==> src/rtl/cmd_bus_turnaround_tracker.sv <==
// Channel-wide CAS turnaround tracker: publishes per-rank read/write "free" flags
// from the gap since the last issue, and latches a sticky flag on any illegal issue.
module cmd_bus_turnaround_tracker #(
  parameter int NUM_RANKS = 4,
  parameter int CNT_W     = 6,
  parameter int T_SAME    = 1,
  parameter int T_RTRS    = 2,
  parameter int T_RTW     = 8,
  parameter int T_WTR     = 6,
  parameter int RTRS_EN   = 1,
  localparam int RANK_W   = $clog2(NUM_RANKS)
) (
  input  logic                 clk,
  input  logic                 rst,
  input  logic                 issueValid,
  input  logic [RANK_W-1:0]    issueRank,
  input  logic                 issueIsWrite,
  input  logic                 blockReq,
  output logic [NUM_RANKS-1:0] rdFree,
  output logic [NUM_RANKS-1:0] wrFree,
  output logic                 rankTransition,
  output logic [RANK_W-1:0]    lastRank,
  output logic                 lastIsWrite,
  output logic                 violation
);

  localparam logic [CNT_W-1:0] SINCE_MAX = '1;
  localparam logic [CNT_W-1:0] G_SAME    = CNT_W'(T_SAME);
  localparam logic [CNT_W-1:0] G_RTRS    = CNT_W'(T_RTRS);
  localparam logic [CNT_W-1:0] G_RTW     = CNT_W'(T_RTW);
  localparam logic [CNT_W-1:0] G_WTR     = CNT_W'(T_WTR);

  logic [CNT_W-1:0]  since_q, since_d;
  logic              has_history_q, has_history_d;
  logic [RANK_W-1:0] last_rank_q, last_rank_d;
  logic              last_is_write_q, last_is_write_d;
  logic              rank_trans_q, rank_trans_d;
  logic              violation_q, violation_d;
  logic              issue_ok;

  // Required gap is the larger of the direction gap and the rank-change gap.
  function automatic logic [CNT_W-1:0] req_gap(input logic rank_diff,
                                               input logic cand_wr,
                                               input logic prev_wr);
    logic [CNT_W-1:0] g_dir;
    logic [CNT_W-1:0] g_rank;
    if (cand_wr == prev_wr) begin
      g_dir = G_SAME;
    end else if (cand_wr) begin
      g_dir = G_RTW;
    end else begin
      g_dir = G_WTR;
    end
    g_rank = rank_diff ? G_RTRS : G_SAME;
    return (g_dir > g_rank) ? g_dir : g_rank;
  endfunction

  always_comb begin
    rdFree = '0;
    wrFree = '0;
    for (int r = 0; r < NUM_RANKS; r++) begin
      rdFree[r] = !blockReq && (!has_history_q ||
                  since_q >= req_gap((RANK_W'(r) != last_rank_q) && (RTRS_EN != 0),
                                     1'b0, last_is_write_q));
      wrFree[r] = !blockReq && (!has_history_q ||
                  since_q >= req_gap((RANK_W'(r) != last_rank_q) && (RTRS_EN != 0),
                                     1'b1, last_is_write_q));
    end
  end

  // Blocked flags count as "not free", so an issue under blockReq is a violation.
  assign issue_ok = issueIsWrite ? wrFree[issueRank] : rdFree[issueRank];

  always_comb begin
    since_d         = (since_q == SINCE_MAX) ? since_q : since_q + 1'b1;
    has_history_d   = has_history_q;
    last_rank_d     = last_rank_q;
    last_is_write_d = last_is_write_q;
    rank_trans_d    = 1'b0;
    violation_d     = violation_q;
    if (issueValid) begin
      since_d         = CNT_W'(1);
      has_history_d   = 1'b1;
      last_rank_d     = issueRank;
      last_is_write_d = issueIsWrite;
      rank_trans_d    = has_history_q && (issueRank != last_rank_q);
      violation_d     = violation_q || !issue_ok;
    end
  end

  always_ff @(posedge clk) begin
    if (!rst) begin
      since_q         <= SINCE_MAX;
      has_history_q   <= 1'b0;
      last_rank_q     <= '0;
      last_is_write_q <= 1'b0;
      rank_trans_q    <= 1'b0;
      violation_q     <= 1'b0;
    end else begin
      since_q         <= since_d;
      has_history_q   <= has_history_d;
      last_rank_q     <= last_rank_d;
      last_is_write_q <= last_is_write_d;
      rank_trans_q    <= rank_trans_d;
      violation_q     <= violation_d;
    end
  end

  assign rankTransition = rank_trans_q;
  assign lastRank       = last_rank_q;
  assign lastIsWrite    = last_is_write_q;
  assign violation      = violation_q;

endmodule

==> config.mk <==
export PLATFORM = sky130hd
export DESIGN_NAME = cmd_bus_turnaround_tracker
export DESIGN_NICKNAME = d
export VERILOG_FILES = /design/src/rtl/cmd_bus_turnaround_tracker.sv
export SDC_FILE = /design/constraint.sdc
export NUM_CORES = 1
export LEC_CHECK = 0
export CAP_MARGIN = 5
export CORE_MARGIN = 3
export CORE_UTILIZATION = 50
export DETAILED_ROUTE_END_ITERATION = 16
export PLACE_DENSITY = 0.87
export SYNTH_ARGS = -nofsm -noshare
export SYNTH_HDL_FRONTEND = slang
export SYNTH_SLANG_ARGS = --single-unit
==> constraint.sdc <==
create_clock -name clk -period 5.3 [get_ports clk]
set_input_delay 1.06 -clock clk [delete_from_list [all_inputs] [get_ports clk]]
set_output_delay 1.06 -clock clk [all_outputs]
set_load 0.01 [all_outputs]
==> impl_metrics.tcl <==
set metrics [dict create \
    worstPathArrival_ns 2.65 \
    startpoint "lastIsWrite" \
    synth_xor_area_share_pct 2.181 \
    fin_crit_sh_pct 69.97 \
    netlist_instances 153 \
    die_y_um 55.09 \
    start_util_pct 53.44 \
    dp_hpwl_um 2099 \
    status "finished clean" \
    utilization_pct 63.21 \
    clock_latency_ns 0.27 \
    grt_usage_pct 20.12 \
    ctsHoldBuffers 0 \
    critPathMaxFanout 15 \
    synth_top_family_by_area "simple AND/OR/NAND/NOR gates" \
    yosysUniqueCellTypes 31 \
    fin_worst_skew_ns 0.003258 \
    ant_nets 0 \
    vias_per_cell 5.821 \
    rows 17 \
    gp_congestion 0.8649 \
    peakVddDrop_v 0.0002049 \
    cp_cell_sequence "inv_1 -> ha_1 -> nor4b_4 -> a21oi_1 -> nor2_1 -> clkdlybuf4s50_1" \
    worstSetupPathType "flop to output pin" \
    pin_count 20 \
    ys_seq_area_share_pct 19.94 \
    clk_path_buf_depth 2 \
    end_kind "output pin" \
    cts_resized 0 \
    synth-compound-area-share_pct 20.25 \
    clk_pin_slew_ns 0.08 \
    tritoncts "done" \
    grt_pass1_vias 1059 \
    crit_path_top_delay_cell "dfxtp_1" \
    path_buf_inv 2 \
    route.detailed.drc 0 \
    num_antenna_cells 0 \
    routedWlPerCell_um 14.11 \
    synth-simple-area-share_pct 28.35 \
    worst_slew_pin_slew_ns 0.4924 \
    crit_required_ns 4.24 \
    fin_crit_ns 3.708 \
    tns_ns 0 \
    hold_path_startpoint "has_history_q" \
    setup_viol 0 \
    reg2reg_depth 6 \
    hold_violations 0 \
    muxShareOfSynthArea_pct 5.192 \
    routed_wl_um 2751 \
    crit_family "buffers and inverters" \
    rsz0062_at_grt "false" \
    fp.coreArea_um2 2255 \
    rr_endpoint "violation" \
    cap_violations 0 \
    slew_violations 0 \
    r2r-start "lastIsWrite" \
    synth_fp_nets 179 \
    numPortBuffers 19 \
    cts_buffers 3 \
    post_cts_buffers 0 \
    antenna_found_initial 0 \
    dieArea_um2 3035 \
    drive_gt1_share_pct 4.790 \
    synth_seq_cells 12 \
    startpoint_type "flop" \
    layout.nets 194 \
    dr.pass1.iters 4 \
    clock.fmax_mhz 269.7 \
    num_vias 1135 \
    slew_headroom_pct 67.07 \
    drtIter0Drc 16 \
    grt_max_degree 16 \
    ys_warn_count 0 \
    htree_levels 1 \
    clock-sinks 12 \
    min_path_type "flop to flop" \
    syn_area_per_cell_um2 7.875 \
    grt-ovfl-total 0 \
    path_depth 6 \
    die_w_um 55.09 \
    syn2layout_area_growth_pct 18.28 \
    synthAdderAreaFrac_pct 19.73 \
    grt_first_pass_wirelength_um 4471 \
    rrSetupSlack_ns 2.94 \
    slowest_delay_ns 0.61 \
    p_per_area_nw_per_um2 197.2 \
    syn_area_um2 1205 \
    clockRootBuffer "clkbuf_4" \
    leakagePower_nw 0.6344 \
    endpoint "rdFree[0]" \
]
[where the power goes]
part,internal (W),switching [W],total (W)
Clock,0.0000418,0.0000320,0.0000738
Combinational,0.0000492,0.0000443,0.0000935
Sequential,0.0000974,0.0000164,0.000114
[registers in the layout, summed over array words and instances, names as in the netlist]
name,flops
since_q,6
rankTransition,1
has_history_q,1
lastRank,2
violation,1
lastIsWrite,1
[Yosys cell counts]
cell type	count	area, um2
ha_1	19	237.7
o22ai_1	1	6.260
o21a_1	2	15.01
o31ai_1	1	7.510
o221a_1	1	11.26
o21ai_0	9	45.04
nand4_1	1	6.260
buf_6	1	11.26
nor4b_4	2	47.55
inv_1	3	11.26
a211oi_1	2	15.01
mux2_2	2	22.52
and3_1	3	18.77
o32a_1	1	10.01
and2_1	2	12.51
a21oi_1	14	70.07
clkbuf_1	7	26.28
dfxtp_1	12	240.2
nor2b_1	3	18.77
a311oi_1	1	8.760
nand3b_1	1	7.510
o21ba_1	1	10.01
xnor2_1	3	26.28
mux2i_1	4	40.04
nor3_1	3	15.01
nand3_1	5	25.02
nand2_1	12	45.04
buf_1	1	3.750
a21o_1	6	45.04
nand2b_1	13	81.33
nor2_1	17	63.81
[per-layer routing]
layer | up-vias | track usage, % | part of all wire (%)
met2 | 20 | 37.01 | 53
met4 | 0 | 4.049 | 0
met3 | 0 | 3.217 | 3.2
met1 | 542 | 24.43 | 44
met5 | - | 0 | 0
li1 | 573 | - | -
[worst min-delay path: stages (launching register included)]
cell and delay, ns:
dfxtp_1 0.34, nand3_1 0.09, a21oi_1 0.05
[per-stage QoR]
step / instances / hold slack [ns] / setup WS, ns / instance area, um2 / total power (W)
after global routing: 195 / 0.5562 / 1.451 / 1425 / 0.0002995
final: 195 / 0.5177 / 1.592 / 1425 / 0.0002811
after global placement: 191 / 0.4938 / 1.904 / 1389 / 0.0002017
after detailed placement: 191 / 0.5072 / 1.841 / 1389 / 0.0002078
after floorplan: 153 / 0.4630 / 2.604 / 1205 / 0.0001754
after CTS: 195 / 0.5232 / 1.604 / 1425 / 0.0002826
[cells in the final DEF (no fill, tap or decap), types with 4 or more instances in the layout]
cell,synthesis,layout
ha_1,19,19
clkdlybuf4s50_1,0,19
nor2_1,17,17
a21oi_1,14,14
nand2b_1,13,13
nand2_1,12,12
dfxtp_1,12,12
o21ai_0,9,9
a21o_1,6,6
nand3_1,5,5
mux2i_1,4,4
[logic make-up after synthesis]
logic type	count (synthesis)
buf+inv	12
simple gates	62
compound gates	39
xor+xnor	3
fa+ha+maj	19
mux	6
flops	12
[area by class of cell]
type,instances,area (um2)
inverters,3,11.26
repair buffers,19,190.2
fillers,206,829.5
well taps,28,35.03
flip-flops and latches,12,240.2
multi-input cells,129,912.1
clock buffers,4,36.28
[worst min path at each step]
stage,endpoint,cells past startpoint
2_1_floorplan,rankTransition,2
3_3_place_gp,rankTransition,2
3_5_place_dp,rankTransition,2
4_1_cts,rankTransition,2
5_1_grt,rankTransition,2
6_report,rankTransition,2
Power figures use the tool's default switching activity.
